<file path="src/rtl/ps2_host_tx_if.sv">
// rtl/ps2_host_tx_if.sv - command handshake, ps2 pin levels and drive enables for ps2_host_tx
interface ps2_host_tx_if;
    logic [7:0] tx_data;
    logic       tx_valid;
    logic       tx_ready;
    logic       ps2_clk_in;
    logic       ps2_data_in;
    logic       ps2_clk_oe;
    logic       ps2_data_oe;
    logic       done;
    logic       err;

    modport master (
        output tx_data, tx_valid, ps2_clk_in, ps2_data_in,
        input  tx_ready, ps2_clk_oe, ps2_data_oe, done, err
    );

    modport slave (
        input  tx_data, tx_valid, ps2_clk_in, ps2_data_in,
        output tx_ready, ps2_clk_oe, ps2_data_oe, done, err
    );
endinterface

</file>
<file path="src/rtl/ps2_host_tx.sv">
// rtl/ps2_host_tx.sv - host-to-device PS/2 byte transmitter with device ACK check
module ps2_host_tx #(
    parameter int INHIBIT_CYCLES = 10000,
    parameter int REQ_CYCLES     = 100,
    parameter int START_TIMEOUT  = 1500000,
    parameter int BIT_TIMEOUT    = 200000,
    parameter int FILTER_LEN     = 8
) (
    input  logic          clk,
    input  logic          rst,
    ps2_host_tx_if.slave  bus
);
    localparam int PH_MAX = (INHIBIT_CYCLES > REQ_CYCLES) ? INHIBIT_CYCLES : REQ_CYCLES;
    localparam int WD_MAX = (START_TIMEOUT > BIT_TIMEOUT) ? START_TIMEOUT : BIT_TIMEOUT;
    localparam int PH_W   = $clog2(PH_MAX + 1);
    localparam int WD_W   = $clog2(WD_MAX + 1);
    localparam int FL_W   = $clog2(FILTER_LEN + 1);

    localparam logic [2:0] S_IDLE      = 3'd0;
    localparam logic [2:0] S_INHIBIT   = 3'd1;
    localparam logic [2:0] S_REQ       = 3'd2;
    localparam logic [2:0] S_SEND      = 3'd3;
    localparam logic [2:0] S_ACK       = 3'd4;
    localparam logic [2:0] S_WAIT_IDLE = 3'd5;
    localparam logic [2:0] S_DONE      = 3'd6;

    logic            clk_s1_q, clk_s2_q, data_s1_q, data_s2_q;
    logic            filt_q;
    logic [FL_W-1:0] fcnt_q;
    logic            fall;

    logic [2:0]      state_q, state_d;
    logic [PH_W-1:0] phase_q, phase_d;
    logic [WD_W-1:0] wd_q, wd_d, wd_limit;
    logic [3:0]      bit_q, bit_d;
    logic [7:0]      byte_q, byte_d;
    logic            par_q, par_d;
    logic            nack_q, nack_d;
    logic            clk_oe_q, clk_oe_d;
    logic            data_oe_q, data_oe_d;
    logic            done_q, done_d;
    logic            err_q, err_d;
    logic            abort;

    // Filtered level only moves after FILTER_LEN consecutive disagreeing samples.
    always_ff @(posedge clk) begin
        if (rst) begin
            clk_s1_q  <= 1'b1;
            clk_s2_q  <= 1'b1;
            data_s1_q <= 1'b1;
            data_s2_q <= 1'b1;
            filt_q    <= 1'b1;
            fcnt_q    <= '0;
        end else begin
            clk_s1_q  <= bus.ps2_clk_in;
            clk_s2_q  <= clk_s1_q;
            data_s1_q <= bus.ps2_data_in;
            data_s2_q <= data_s1_q;
            if (clk_s2_q != filt_q) begin
                if (fcnt_q == FL_W'(FILTER_LEN - 1)) begin
                    filt_q <= clk_s2_q;
                    fcnt_q <= '0;
                end else begin
                    fcnt_q <= fcnt_q + FL_W'(1);
                end
            end else begin
                fcnt_q <= '0;
            end
        end
    end

    assign fall     = filt_q & ~clk_s2_q & (fcnt_q == FL_W'(FILTER_LEN - 1));
    assign wd_limit = (state_q == S_SEND && bit_q == 4'd0) ? WD_W'(START_TIMEOUT) : WD_W'(BIT_TIMEOUT);

    always_comb begin
        state_d   = state_q;
        phase_d   = phase_q;
        wd_d      = wd_q;
        bit_d     = bit_q;
        byte_d    = byte_q;
        par_d     = par_q;
        nack_d    = nack_q;
        clk_oe_d  = clk_oe_q;
        data_oe_d = data_oe_q;
        done_d    = 1'b0;
        err_d     = err_q;
        abort     = 1'b0;
        case (state_q)
            S_IDLE: begin
                err_d = 1'b0;
                if (bus.tx_valid) begin
                    byte_d    = bus.tx_data;
                    par_d     = ~^bus.tx_data;
                    nack_d    = 1'b0;
                    phase_d   = '0;
                    clk_oe_d  = 1'b1;
                    data_oe_d = 1'b0;
                    state_d   = S_INHIBIT;
                end
            end
            S_INHIBIT: begin
                if (phase_q == PH_W'(INHIBIT_CYCLES - 1)) begin
                    phase_d   = '0;
                    data_oe_d = 1'b1;
                    state_d   = S_REQ;
                end else begin
                    phase_d = phase_q + PH_W'(1);
                end
            end
            S_REQ: begin
                if (phase_q == PH_W'(REQ_CYCLES - 1)) begin
                    clk_oe_d = 1'b0;
                    wd_d     = '0;
                    bit_d    = 4'd0;
                    state_d  = S_SEND;
                end else begin
                    phase_d = phase_q + PH_W'(1);
                end
            end
            S_SEND: begin
                if (fall) begin
                    wd_d  = '0;
                    bit_d = bit_q + 4'd1;
                    if (bit_q < 4'd8) begin
                        data_oe_d = ~byte_q[bit_q[2:0]];
                    end else if (bit_q == 4'd8) begin
                        data_oe_d = ~par_q;
                    end else begin
                        data_oe_d = 1'b0;
                        state_d   = S_ACK;
                    end
                end else if (wd_q == wd_limit) begin
                    abort = 1'b1;
                end else begin
                    wd_d = wd_q + WD_W'(1);
                end
            end
            S_ACK: begin
                if (fall) begin
                    nack_d  = data_s2_q;
                    wd_d    = '0;
                    state_d = S_WAIT_IDLE;
                end else if (wd_q == wd_limit) begin
                    abort = 1'b1;
                end else begin
                    wd_d = wd_q + WD_W'(1);
                end
            end
            S_WAIT_IDLE: begin
                if (filt_q && data_s2_q) begin
                    done_d  = 1'b1;
                    err_d   = nack_q;
                    state_d = S_DONE;
                end else if (wd_q == wd_limit) begin
                    abort = 1'b1;
                end else begin
                    wd_d = wd_q + WD_W'(1);
                end
            end
            S_DONE: begin
                err_d   = 1'b0;
                state_d = S_IDLE;
            end
            default: state_d = S_IDLE;
        endcase
        // Any timeout releases both lines and reports a failed transfer.
        if (abort) begin
            clk_oe_d  = 1'b0;
            data_oe_d = 1'b0;
            done_d    = 1'b1;
            err_d     = 1'b1;
            state_d   = S_DONE;
        end
    end

    always_ff @(posedge clk) begin
        if (rst) begin
            state_q   <= S_IDLE;
            phase_q   <= '0;
            wd_q      <= '0;
            bit_q     <= 4'd0;
            byte_q    <= 8'd0;
            par_q     <= 1'b0;
            nack_q    <= 1'b0;
            clk_oe_q  <= 1'b0;
            data_oe_q <= 1'b0;
            done_q    <= 1'b0;
            err_q     <= 1'b0;
        end else begin
            state_q   <= state_d;
            phase_q   <= phase_d;
            wd_q      <= wd_d;
            bit_q     <= bit_d;
            byte_q    <= byte_d;
            par_q     <= par_d;
            nack_q    <= nack_d;
            clk_oe_q  <= clk_oe_d;
            data_oe_q <= data_oe_d;
            done_q    <= done_d;
            err_q     <= err_d;
        end
    end

    assign bus.tx_ready    = (state_q == S_IDLE);
    assign bus.ps2_clk_oe  = clk_oe_q;
    assign bus.ps2_data_oe = data_oe_q;
    assign bus.done        = done_q;
    assign bus.err         = err_q;
endmodule

</file>
<file path="src/flat_wrapper.sv">
// flat-port wrapper written by rule: the top's interface ports become plain ports
module ps2_host_tx_flat 
#(
    parameter int INHIBIT_CYCLES = 10000,
    parameter int REQ_CYCLES     = 100,
    parameter int START_TIMEOUT  = 1500000,
    parameter int BIT_TIMEOUT    = 200000,
    parameter int FILTER_LEN     = 8
)
  (clk, rst, bus_tx_data, bus_tx_valid, bus_ps2_clk_in, bus_ps2_data_in, bus_tx_ready, bus_ps2_clk_oe, bus_ps2_data_oe, bus_done, bus_err);
  ps2_host_tx_if bus_i ();
  input  logic clk;
  input  logic rst;
  input wire logic [$bits(bus_i.tx_data)-1:0] bus_tx_data;
  input wire logic [$bits(bus_i.tx_valid)-1:0] bus_tx_valid;
  input wire logic [$bits(bus_i.ps2_clk_in)-1:0] bus_ps2_clk_in;
  input wire logic [$bits(bus_i.ps2_data_in)-1:0] bus_ps2_data_in;
  output wire logic [$bits(bus_i.tx_ready)-1:0] bus_tx_ready;
  output wire logic [$bits(bus_i.ps2_clk_oe)-1:0] bus_ps2_clk_oe;
  output wire logic [$bits(bus_i.ps2_data_oe)-1:0] bus_ps2_data_oe;
  output wire logic [$bits(bus_i.done)-1:0] bus_done;
  output wire logic [$bits(bus_i.err)-1:0] bus_err;
  assign bus_i.tx_data = bus_tx_data;
  assign bus_i.tx_valid = bus_tx_valid;
  assign bus_i.ps2_clk_in = bus_ps2_clk_in;
  assign bus_i.ps2_data_in = bus_ps2_data_in;
  assign bus_tx_ready = bus_i.tx_ready;
  assign bus_ps2_clk_oe = bus_i.ps2_clk_oe;
  assign bus_ps2_data_oe = bus_i.ps2_data_oe;
  assign bus_done = bus_i.done;
  assign bus_err = bus_i.err;
  ps2_host_tx #(.INHIBIT_CYCLES(INHIBIT_CYCLES), .REQ_CYCLES(REQ_CYCLES), .START_TIMEOUT(START_TIMEOUT), .BIT_TIMEOUT(BIT_TIMEOUT), .FILTER_LEN(FILTER_LEN)) u_core (.clk(clk), .rst(rst), .bus(bus_i));
endmodule
</file>
<file path="config.mk">
export PLATFORM = sky130hd
export DESIGN_NAME = ps2_host_tx_flat
export DESIGN_NICKNAME = d
export VERILOG_FILES = /design/src/rtl/ps2_host_tx_if.sv /design/src/rtl/ps2_host_tx.sv /design/src/flat_wrapper.sv
export SDC_FILE = /design/constraint.sdc
export NUM_CORES = 1
export LEC_CHECK = 0
export ABC_CLOCK_PERIOD_IN_PS = 2390
export BUFFER_PORTS_ARGS = -buffer_cell sky130_fd_sc_hd__buf_2
export CAP_MARGIN = 20
export CORE_ASPECT_RATIO = 1.75
export CORE_MARGIN = 1
export CORE_UTILIZATION = 44
export CTS_BUF_LIST = sky130_fd_sc_hd__clkbuf_8
export CTS_CLUSTER_DIAMETER = 80
export DETAILED_ROUTE_END_ITERATION = 8
export GPL_ROUTABILITY_DRIVEN = 0
export PLACE_DENSITY = 0.57
export SYNTH_ARGS = -nofsm -noshare
export SYNTH_HDL_FRONTEND = slang
export SYNTH_SLANG_ARGS = --single-unit
</file>
<file path="constraint.sdc">
create_clock -name clk -period 2.39 [get_ports clk]
set_input_delay 0.1195 -clock clk [delete_from_list [all_inputs] [get_ports clk]]
set_output_delay 0.1195 -clock clk [all_outputs]
set_load 0.1 [all_outputs]
</file>
Yosys cells after proc, flatten, opt, wreduce, memory -nomap -nowiden
Cells that the tools add are included.
{"block": "classes", "add_sub_neg": 4, "n_lt_le_gt_ge": 2, "n_eq_ne": 30, "muxes": 46, "bitwise": 6, "n_reduce_logical": 27}
{"op": "$mux W21", "count": 5}
{"op": "$pmux W21 S3", "count": 1}
{"op": "$mux W14", "count": 3}
{"op": "$pmux W14 S3", "count": 1}
{"op": "$mux W3", "count": 9}
{"op": "$add A21 B1 Y21 const B", "count": 1}
{"op": "$eq A21 B21 Y1", "count": 1}
{"op": "$pmux W3 S6", "count": 1}
{"op": "$mux W1", "count": 17}
{"op": "$reduce_and A8 Y1", "count": 2}
{"op": "$ne A3 B1 Y1 const B", "count": 5}
{"op": "$reduce_and A3 Y1", "count": 5}
{"op": "$add A14 B1 Y14 const B", "count": 1}
{"op": "$eq A14 B14 Y1 const B", "count": 1}
{"op": "$eq A14 B7 Y1 const B", "count": 1}
{"op": "$reduce_bool A3 Y1", "count": 4}
{"op": "$ne A2 B1 Y1 const B", "count": 5}
{"op": "$ne A2 B2 Y1 const B", "count": 5}
{"op": "$eq A3 B3 Y1 const B", "count": 3}
{"op": "$ne A3 B2 Y1 const B", "count": 3}
{"op": "$add A4 B1 Y4 const B", "count": 2}
{"op": "$mux W4", "count": 2}
{"op": "$pmux W1 S2", "count": 4}
{"op": "$pmux W4 S2", "count": 1}
{"op": "20 further kinds", "count": 32}
{"block": "word_totals", "reg_bits": 65, "inputBits": 13, "output_inout_bits": 5, "word_cells": 133}

Depth between registers and ports, before layout
Gate-level depths: netlist of run 1.
{"block": "depth", "ltp_word": 9, "mapped_depth": 8, "ltp_nobuf": 7}

Worst setup path after synthesis of run 1
OpenSTA, ideal clock, no wires.
{"block": "synth_timing", "path_kind": "reg-to-reg", "startpoint": "register u_core.state_q[0]", "endpoint": "register u_core.clk_oe_q (netlist: u_core.bus.ps2_clk_oe)", "setup_ns": 0.080, "t_arrival_ns": 3.640, "t_required_ns": 2.310, "slack_ns": -1.330, "stages_incl_launch_ff": 8, "n_path_buf": 3, "synth_period_minus_slack_ns": 3.720, "cell_sequence": "dfxtp_1 > clkbuf_1 > clkbuf_1 > nor3_1 > and2_1 > clkbuf_1 > nor2_1 > nor3b_1"}
{"block": "synth_via", "elab_cells_between_ends": 19, "classes_between": "eq/ne (7); mux (6); reduce/logical (6)"}
{"element": "start: declaration", "line": "ps2_host_tx.sv:32", "source": "logic [2:0] state_q, state_d;"}
{"element": "start signal: assignment", "line": "ps2_host_tx.sv:190", "source": "state_q <= state_d;"}
{"element": "$logic_not A3 Y1 (*)"}
{"element": "via bus_tx_ready", "line": "flat_wrapper.sv:18", "source": "output wire logic [$bits(bus_i.tx_ready)-1:0] bus_tx_ready;"}
{"element": "$ne A2 B2 Y1 (no line) or $reduce_bool A2 Y1 (tied branches)"}
{"element": "$reduce_and A3 Y1 (no line)"}
{"element": "end signal: assignment", "line": "ps2_host_tx.sv:197", "source": "clk_oe_q <= clk_oe_d;"}
{"element": "end: declaration", "line": "ps2_host_tx.sv:39", "source": "logic clk_oe_q, clk_oe_d;"}
The timed path passes the listed nets; every way through them passes the cells marked *.
A chain may end at the register's enable or synchronous reset.

Worst setup path after layout of run 1
{"block": "layout_timing", "startpoint": "register u_core.phase_q[3]", "endpoint": "register u_core.wd_q[14]"}
{"block": "layout_via", "elab_chain_cells": 3}
{"element": "start: declaration", "line": "ps2_host_tx.sv:33", "source": "logic [PH_W-1:0] phase_q, phase_d;"}
{"element": "start signal: assignment", "line": "ps2_host_tx.sv:191", "source": "phase_q <= phase_d;"}
{"element": "$eq A14 B7 Y1", "line": "ps2_host_tx.sv:111", "source": "if (phase_q == PH_W'(REQ_CYCLES - 1)) begin"}
{"element": "$ne A2 B1 Y1 (no line)"}
{"element": "$reduce_and A3 Y1 (no line)"}
{"element": "end signal: assignment", "line": "ps2_host_tx.sv:192", "source": "wd_q <= wd_d;"}
{"element": "end: declaration", "line": "ps2_host_tx.sv:34", "source": "logic [WD_W-1:0] wd_q, wd_d, wd_limit;"}
Every way passes these cells.

==> qor.yml, run 1 <==
status: "finished, final reports clean"
holdPathStages: 3
cp.arrival_ns: 2.44
viasPerCell: 5.90
core_sq_um: 7620
synthesis.nets: 434
ant_nets: 0
yosys-top-cells-area: "dfxtp_1, a21oi_1, nand2_1"
diodes: 0
dpl.cell_count: 518
path_max_fanout: 12
clk_pin_slew_ns: 0.08
min_path_type: "input port to register"
drc_errors: 0
cp.buffers_inverters: 0
cts_resized: 0
required_ns: 2.67
placed_area_sq_um: 3740
cts_tree: "done"
synth_top_area_share: 0.372
r2r_cells: 5
cts_htree_levels: 3
dieArea_sq_um: 8320
insertion_delay_ns: 0.36
drtPass1Iterations: 5
crit_type: "register to register"
vias: 3155
cts_sinks: 65
synth-edff-count: 0
ios: 18
synthMuxAreaShare: 0.0311
synth_area_leader_cell: "dfxtp_1"
rsz0062_at_grt: "false"
setup_viol: 0
relSlewSlack: 0.617
drive_gt1_frac: 0.152
async_flop_share: 0
area_delta_synth_final_pct: 13.5
finalHoldViolCount: 0
maxCapViolCount: 0
powerDensity_nw_per_um2: 787
p_sw_mw: 1.10
slowest_stage: "a2111o_1"
wl_per_cell_um: 16.3
finalWirelength_mm: 8.71
cp_top_family: "simple AND/OR/NAND/NOR gates"
synth_seq_cells: 65
grtUsageMet1: 0.239
synth-xor-area-share: 0.0526
finalSetupTns_ns: 0
start_util: 0.459
combPwrFrac: 0.290
grt.total_usage: 0.225
seqPwrFrac: 0.384
synth-seq-area-share: 0.372
cp.depth: 5
fin_crit_sh: 0.906
grt_first_pass_wirelength_mm: 14.8
setup_slack_ns: 0.225
slew_violations: 0
dp_hpwl_mm: 6.46
post-route-min-period_ns: 2.17
instances_no_fill: 535
swShare: 0.353
grt_pass1_vias: 3090
fp.dieW_um: 69.4
num_rows: 42
vdd_ir_drop_max_uv: 700
tightest_slew_ns: 0.569
busiest_layer: "met2"
p_int_mw: 2.02
io_buffers: 17
drtIter0Drc: 155
yosysWarnings: 0
whs_ns: 0.0106
clkPwrFrac: 0.326
cts_root_buffer: "clkbuf_8"
cp-start-kind: "register"
max_stage_delay_ns: 0.57
synthesis.area_sq_um: 3490
synth_top_family_by_area: "simple AND/OR/NAND/NOR gates"
grt_overflow_total: 0
grt_max_degree: 24
post_cts_buffers: 0
crit_chain: "nor4_4, nand4_4, a2111o_1, or4_1, a21oi_1"
syn_inst: 414
synth_compound_area_frac: 0.174
power_mw: 3.12
nNetsFinal: 463
clock_path_buffers: 2
synth_fa_ha_area_frac: 0.0251
cts_hold_buf: 2
use_met2: 0.422
clock_skew_ns: 0.0130
place_worst_setup_slack_ns: 0.243
cts_buffers: 9
finalInstanceArea_sq_um: 3970
met3_usage: 0.0403
fmax_mhz: 462
synth-main-ff-cell: "dfxtp_1"
worstSetupEndpointType: "register"
synthSimpleGateAreaFrac: 0.307
antenna_found_initial: 0
utilization: 0.521
dieHeight_um: 120
avgSynthCellArea_sq_um: 8.44
leakagePower_nw: 1.37
ys_types: 61
-- cell usage after synthesis, types with 4 or more instances --
cell type,instances
o21ai_0,21
and3_1,5
or2_2,5
nand4_1,12
and4_1,5
xor2_1,5
nor2_1,23
or4_1,6
nor3_1,4
dfxtp_1,65
mux2i_1,5
ha_1,7
nand3_1,19
clkbuf_1,12
and2_1,4
nand2_1,48
a31oi_1,4
a211oi_1,4
xnor2_1,16
or3_1,14
o31ai_1,7
a21oi_1,43
inv_1,13
nand3b_1,7
nor2b_1,4
-- layout make-up --
class / count / area, sq um
fill: 732 / 3650
multi-input combinational: 319 / 2070
sequential: 65 / 1300
timing repair buffer: 35 / 225
clock buffer: 9 / 124
tap: 88 / 110
clock inverter: 6 / 83.8
inverter: 13 / 48.8
-- cell usage in the layout (no fill, tap or decap), drive strengths merged, types with 14 or more instances in the layout --
master / count
or3: 14
nor2: 23
o21ai: 21
a21oi: 43
buf: 33
nand3: 19
dfxtp: 65
nand2: 49
xnor2: 16
-- final timing paths --
kind | endpoint | slack (ns) | startpoint
min reg2reg | u_core.data_s2_q | 0.41 | u_core.data_s1_q
max reg2reg | u_core.wd_q[14] | 0.22 | u_core.phase_q[3]
max | u_core.wd_q[14] | 0.22 | u_core.phase_q[3]
min | u_core.byte_q[5] | 0.01 | bus_tx_data[5]
-- metal layers --
| metal | share of wire | vias up |
|---|---|---|
| li1 | - | 1583 |
| met5 | 0 | - |
| met2 | 0.55 | 59 |
| met4 | 0.024 | 0 |
| met1 | 0.40 | 1497 |
| met3 | 0.028 | 16 |
-- power by group through the flow --
stage,Sequential (mW),Clock (mW),Combinational [mW]
6_report,1.20,1.02,0.903
5_1_grt,1.20,1.09,0.991
2_1_floorplan,1.29,0,0.583
3_3_place_gp,1.22,0,0.892
3_5_place_dp,1.22,0,0.902
4_1_cts,1.20,1.04,0.906
-- worst reg2reg max path, cell delays in order (launching register included) --
cell and delay [ns]:
dfxtp_1 0.40, nor4_4 0.35, nand4_4 0.13, a2111o_1 0.57, or4_1 0.51, a21oi_1 0.14
-- sequential cells by signal, summed over array words and instances, names as in the netlist, 3 cells and up --
register / count
u_core.phase_q: 14
u_core.bit_q: 4
u_core.state_q: 3
u_core.fcnt_q: 4
u_core.wd_q: 21
u_core.byte_q: 8
-- logic make-up after synthesis --
family | after synthesis
compound gates | 100
simple gates | 183
buf+inv | 30
xor+xnor | 21
mux | 8
flops | 65
fa+ha+maj | 7
(Power assumes the default switching activity.)
==> run 2, diff against run 1 <==
Settings changed: ABC_AREA from default to 1, ABC_CLOCK_PERIOD_IN_PS 2390 to 2000, PLACE_DENSITY 0.57 to 0.56.
Clock period 2.39 ns to 2 ns, I/O delays scaled along.
==> qor.yml, run 2 <==
io_buffers: 17
synthSimpleGateAreaFrac: 0.388
cpMostUsedCell: "nand2_1"
cts_buffers: 9
rsz0062_at_grt: "true"
combPwrFrac: 0.374
setup_slack_ns: 0.156
yosys.cell_count.top_type: "nand2_1"
cts_root_buffer: "clkbuf_8"
r2r_slack_ns: 0.16
fmax_mhz: 542
final_common_cell: "nand2_1"
synth_fa_ha_area_frac: 0.0229
grt.total_usage: 0.244
synth-xor-area-share: 0.0504
crit_start: "u_core.bit_q[1]"
vdd_ir_drop_max_uv: 571
finalSetupTns_ns: 0
regToRegEndpoint: "u_core.state_q[2]"
wl_per_cell_um: 13.7
path_max_fanout: 6
insertion_delay_ns: 0.36
max_stage_delay_ns: 0.45
holdPathStages: 3
required_ns: 2.29
grt_pass1_vias: 3797
synth_area_leader_cell: "dfxtp_1"
avgSynthCellArea_sq_um: 6.40
place_worst_setup_slack_ns: 0.0233
min_path_type: "input port to register"
diodes: 0
finalInstanceArea_sq_um: 4480
ant_nets: 0
synthMuxAreaShare: 0
placed_area_sq_um: 4210
num_rows: 44
synth_top_area_share: 0.340
drtIter0Drc: 153
synth_common_cells: "nand2_1, nor2_1, dfxtp_1, inv_1, nand3_1"
fp.dieW_um: 72.5
largest_reg_flops: 21
synth-edff-count: 0
nNetsFinal: 665
slowest_stage: "dfxtp_1"
drc_errors: 0
cts_tree: "done"
crit_type: "register to register"
r2r_cells: 13
core_sq_um: 8370
synth-seq-area-share: 0.340
async_flop_share: 0
setup_viol: 0
seqPwrFrac: 0.360
finalHoldViolCount: 0
area_delta_synth_final_pct: 17.2
clkPwrFrac: 0.266
synthesis.area_sq_um: 3820
grt_overflow_total: 0
start_util: 0.457
crit_chain: "inv_2, ha_1, inv_1, nor2_1, nand2_1, nand2_1, nand2_1, nand2_1, nor2_4, nand2_4, nand2_1, nand3_1, a21oi_1"
finalWirelength_mm: 10.5
dieArea_sq_um: 9080
largestRegisters: "u_core.wd_q: 21 flops, u_core.phase_q: 14 flops, u_core.byte_q: 8 flops"
yosys-top-cells-area: "dfxtp_1, nand2_1, nor2_1"
antenna_found_initial: 0
clk_pin_slew_ns: 0.07
powerDensity_nw_per_um2: 931
grt_max_degree: 26
cp-start-kind: "register"
regMostFlops: "u_core.wd_q"
clock_skew_ns: 0.00954
synth_seq_cells: 65
cts_htree_levels: 3
vias: 3840
p_sw_mw: 1.70
slew_violations: 0
holdCritStartpoint: "bus_tx_data[7]"
leakagePower_nw: 1.94
maxCapViolCount: 0
tightest_slew_ns: 0.500
dieHeight_um: 125
synth_compound_area_frac: 0.113
post-route-min-period_ns: 1.84
grt_first_pass_wirelength_mm: 17.1
status: "finished, final reports clean"
worstSetupEndpointType: "register"
synthesis.nets: 617
drive_gt1_frac: 0.152
clock_path_buffers: 2
yosysWarnings: 0
fin_crit_sh: 0.922
cp.arrival_ns: 2.13
whs_ns: 0.00775
dp_hpwl_mm: 8.07
synth-main-ff-cell: "dfxtp_1"
ys_types: 32
viasPerCell: 5.02
ios: 18
layout_common_cells: "nand2_1, nor2_1, inv_1, dfxtp_1, nand3_1"
relSlewSlack: 0.669
cts_sinks: 65
reg2reg_from: "u_core.bit_q[1]"
synth_top_family_by_area: "simple AND/OR/NAND/NOR gates"
syn_inst: 597
p_int_mw: 2.48
drtPass1Iterations: 5
holdPathEnd: "u_core.byte_q[7]"
swShare: 0.406
power_mw: 4.17
==> run 2: cell families after synthesis <==
group                      count (synthesis)
DFF                                       65
AOI/OAI and AO/OA                         80
adders and majority gates                  7
and+or+nand+nor                          342
xor gates and xnor gates                  22
buffers and inverters                     81
==> run 2: final cells by class <==
| cell class | instances | area, sq um |
|---|---|---|
| clock buffers | 10 | 138 |
| clock inverters | 6 | 51.3 |
| fillers | 910 | 3890 |
| inverters | 71 | 275 |
| multi-input cells | 452 | 2260 |
| flip-flops and latches | 65 | 1310 |
| well taps | 115 | 144 |
| repair buffers | 46 | 313 |
==> run 2: stage by stage <==
| step | utilization | std cells |
|---|---|---|
| 3_3_place_gp | 0.503 | 744 |
| 6_report | 0.536 | 765 |
| 2_1_floorplan | - | 597 |
| 3_5_place_dp | 0.503 | 744 |
| 5_1_grt | 0.536 | 765 |
| 4_1_cts | 0.530 | 764 |
==> run 2: timing repair <==
item	in CTS	in global routing
setup buffers	0	0
hold endpoints to repair	4	0
hold buffers	4	0
resized for setup	0	13
endpoints found under the setup margin	0	25
==> run 2: worst max-delay path by stage <==
stage	endpoint	cells after the start	slack, ns
global route	u_core.state_q[1]	10	-0.02
detailed placement	u_core.state_q[2]	11	0.02
global placement	u_core.state_q[2]	10	0.02
CTS	u_core.state_q[2]	10	0.02
floorplan	u_core.phase_q[4]	13	0.01
finish	u_core.state_q[2]	13	0.16
==> run 2: power by group through the flow <==
stage	sequential [mW]	combinational, mW	clock, mW
finish	1.50	1.56	1.11
global route	1.51	1.72	1.18
CTS	1.49	1.53	1.14
detailed placement	1.52	1.51	0
global placement	1.52	1.50	0
floorplan	1.61	1.09	0
==> run 2: routing by layer <==
metal  share of wire  vias to the layer above  track usage
li1                -                     2012            -
met1            0.39                     1749        0.242
met2            0.55                       53        0.459
met3           0.021                       26       0.0403
met4           0.041                        0        0.140
met5               0                        -            0
==> run 2: critical path: cells and delay by family (launching register included) <==
kind / cells / cell delay [ns]
flops: 1 / 0.45
buf+inv: 2 / 0.14
compound gates: 1 / 0.16
fa+ha+maj: 1 / 0.20
simple gates: 9 / 0.81
==> run 3, diff against run 2 <==
Settings changed: ABC_CLOCK_PERIOD_IN_PS 2000 to 2300.
Clock period 2 ns to 2.3 ns, I/O delays scaled along.
==> qor.yml, run 3 (synthesis gave the netlist of run 2 again) <==
layout_common_cells: "nand2_1, nor2_1, dfxtp_1, inv_1, nand3_1"
required_ns: 2.59
antenna_found_initial: 0
grt_max_degree: 26
reg2reg_from: "u_core.state_q[1]"
fillers: 905
crit_type: "register to register"
min_path_type: "input port to register"
holdCritStartpoint: "bus_tx_data[2]"
slew_violations: 0
area_delta_synth_final_pct: 12.7
clock_path_buffers: 2
utilization: 0.515
seqPwrFrac: 0.370
fp.dieW_um: 72.5
diodes: 0
grt.total_usage: 0.240
tightest_slew_ns: 0.496
drive_gt1_frac: 0.118
num_rows: 44
maxCapViolCount: 0
grt_pass1_vias: 3702
combPwrFrac: 0.353
relSlewSlack: 0.672
drc_errors: 0
finalInstanceArea_sq_um: 4310
cts_sinks: 65
drtPass1Iterations: 5
largest_reg_flops: 21
cp-start-kind: "register"
ios: 18
io_buffers: 17
status: "finished, final reports clean"
grt_overflow_total: 0
dp_hpwl_mm: 8.02
p_int_mw: 2.13
finalHoldViolCount: 0
clock_skew_ns: 0.00735
finalWirelength_mm: 10.1
vias: 3776
post_cts_buffers: 0
p_sw_mw: 1.41
wl_per_cell_um: 13.5
clkPwrFrac: 0.278
core_sq_um: 8370
regMostFlops: "u_core.wd_q"
rsz0062_at_grt: "false"
post-route-min-period_ns: 2.10
cts_buffers: 9
cts_htree_levels: 3
start_util: 0.457
path_max_fanout: 12
swShare: 0.399
dieArea_sq_um: 9080
worstSetupEndpointType: "register"
nNetsFinal: 650
powerDensity_nw_per_um2: 823
cts_tree: "done"
insertion_delay_ns: 0.35
fin_crit_sh: 0.914
vdd_ir_drop_max_uv: 497
cts_root_buffer: "clkbuf_8"
final_common_cell: "nand2_1"
setup_viol: 0
crit_start: "u_core.state_q[1]"
leakagePower_nw: 1.85
grt_first_pass_wirelength_mm: 16.6
drtIter0Drc: 150
cp.arrival_ns: 2.39
ant_nets: 0
clk_pin_slew_ns: 0.07
largestRegisters: "u_core.wd_q: 21 flops, u_core.phase_q: 14 flops, u_core.byte_q: 8 flops"
placed_area_sq_um: 4090
dieHeight_um: 125
viasPerCell: 5.04
finalSetupTns_ns: 0
fmax_mhz: 476
## run 3: layout make-up
| cell class | instances | area (sq um) | share of cell area |
|---|---|---|---|
| Clock buffer | 11 | 151 | 0.0351 |
| Clock inverter | 4 | 43.8 | 0.0102 |
| Inverter | 71 | 270 | 0.0627 |
| Multi-Input combinational cell | 451 | 2190 | 0.509 |
| Sequential cell | 65 | 1300 | 0.302 |
| Tap cell | 115 | 144 | 0.0334 |
| Timing Repair Buffer | 32 | 203 | 0.0471 |
## run 3: through the flow
stage / power (mW) / setup slack (ns) / hold slack [ns] / instances
after detailed placement: 2.59 / 0.221 / 0.300 / 732
final: 3.54 / 0.198 / 0.0249 / 749
after global placement: 2.58 / 0.266 / 0.297 / 732
after global routing: 3.78 / 0.0249 / 0.0311 / 749
after floorplan: 2.29 / 0.167 / 0.219 / 597
after CTS: 3.59 / 0.201 / 0.00563 / 749
## run 3: worst paths after layout
check	end	slack [ns]	depth (start not counted)
max	u_core.wd_q[3]	0.20	10
min	u_core.byte_q[2]	0.02	3
max reg2reg	u_core.wd_q[3]	0.20	10
min reg2reg	u_core.data_s2_q	0.41	1
## run 3: timing repair
action | 4_1_cts | 5_1_grt
endpoints found under the hold margin | 2 | 0
gates resized for setup | 0 | 1
hold buffers | 2 | 0
endpoints found under the setup margin | 0 | 1
## run 3: worst max-delay path: stages, from the launching register on
cell	delay, ns
dfxtp_1	0.58
nand3_2	0.21
nand2_2	0.19
inv_2	0.08
nand3_2	0.08
nand3_2	0.18
inv_2	0.24
nand2_1	0.18
o21ai_1	0.16
nand2_1	0.06
nor2_1	0.07
## run 3: layer usage
metal / vias up / track usage / wire length (um)
li1: 1976 / - / -
met1: 1721 / 0.221 / 3670
met2: 55 / 0.475 / 5870
met3: 24 / 0.0419 / 248
met4: 0 / 0.121 / 338
met5: - / 0 / 0
## run 3: power groups by stage
stage	Sequential, mW	Clock, mW	Combinational, mW
floorplan	1.39	0	0.896
CTS	1.31	1.02	1.27
global placement	1.33	0	1.25
detailed placement	1.33	0	1.26
finish	1.31	0.984	1.25
global route	1.33	1.07	1.38
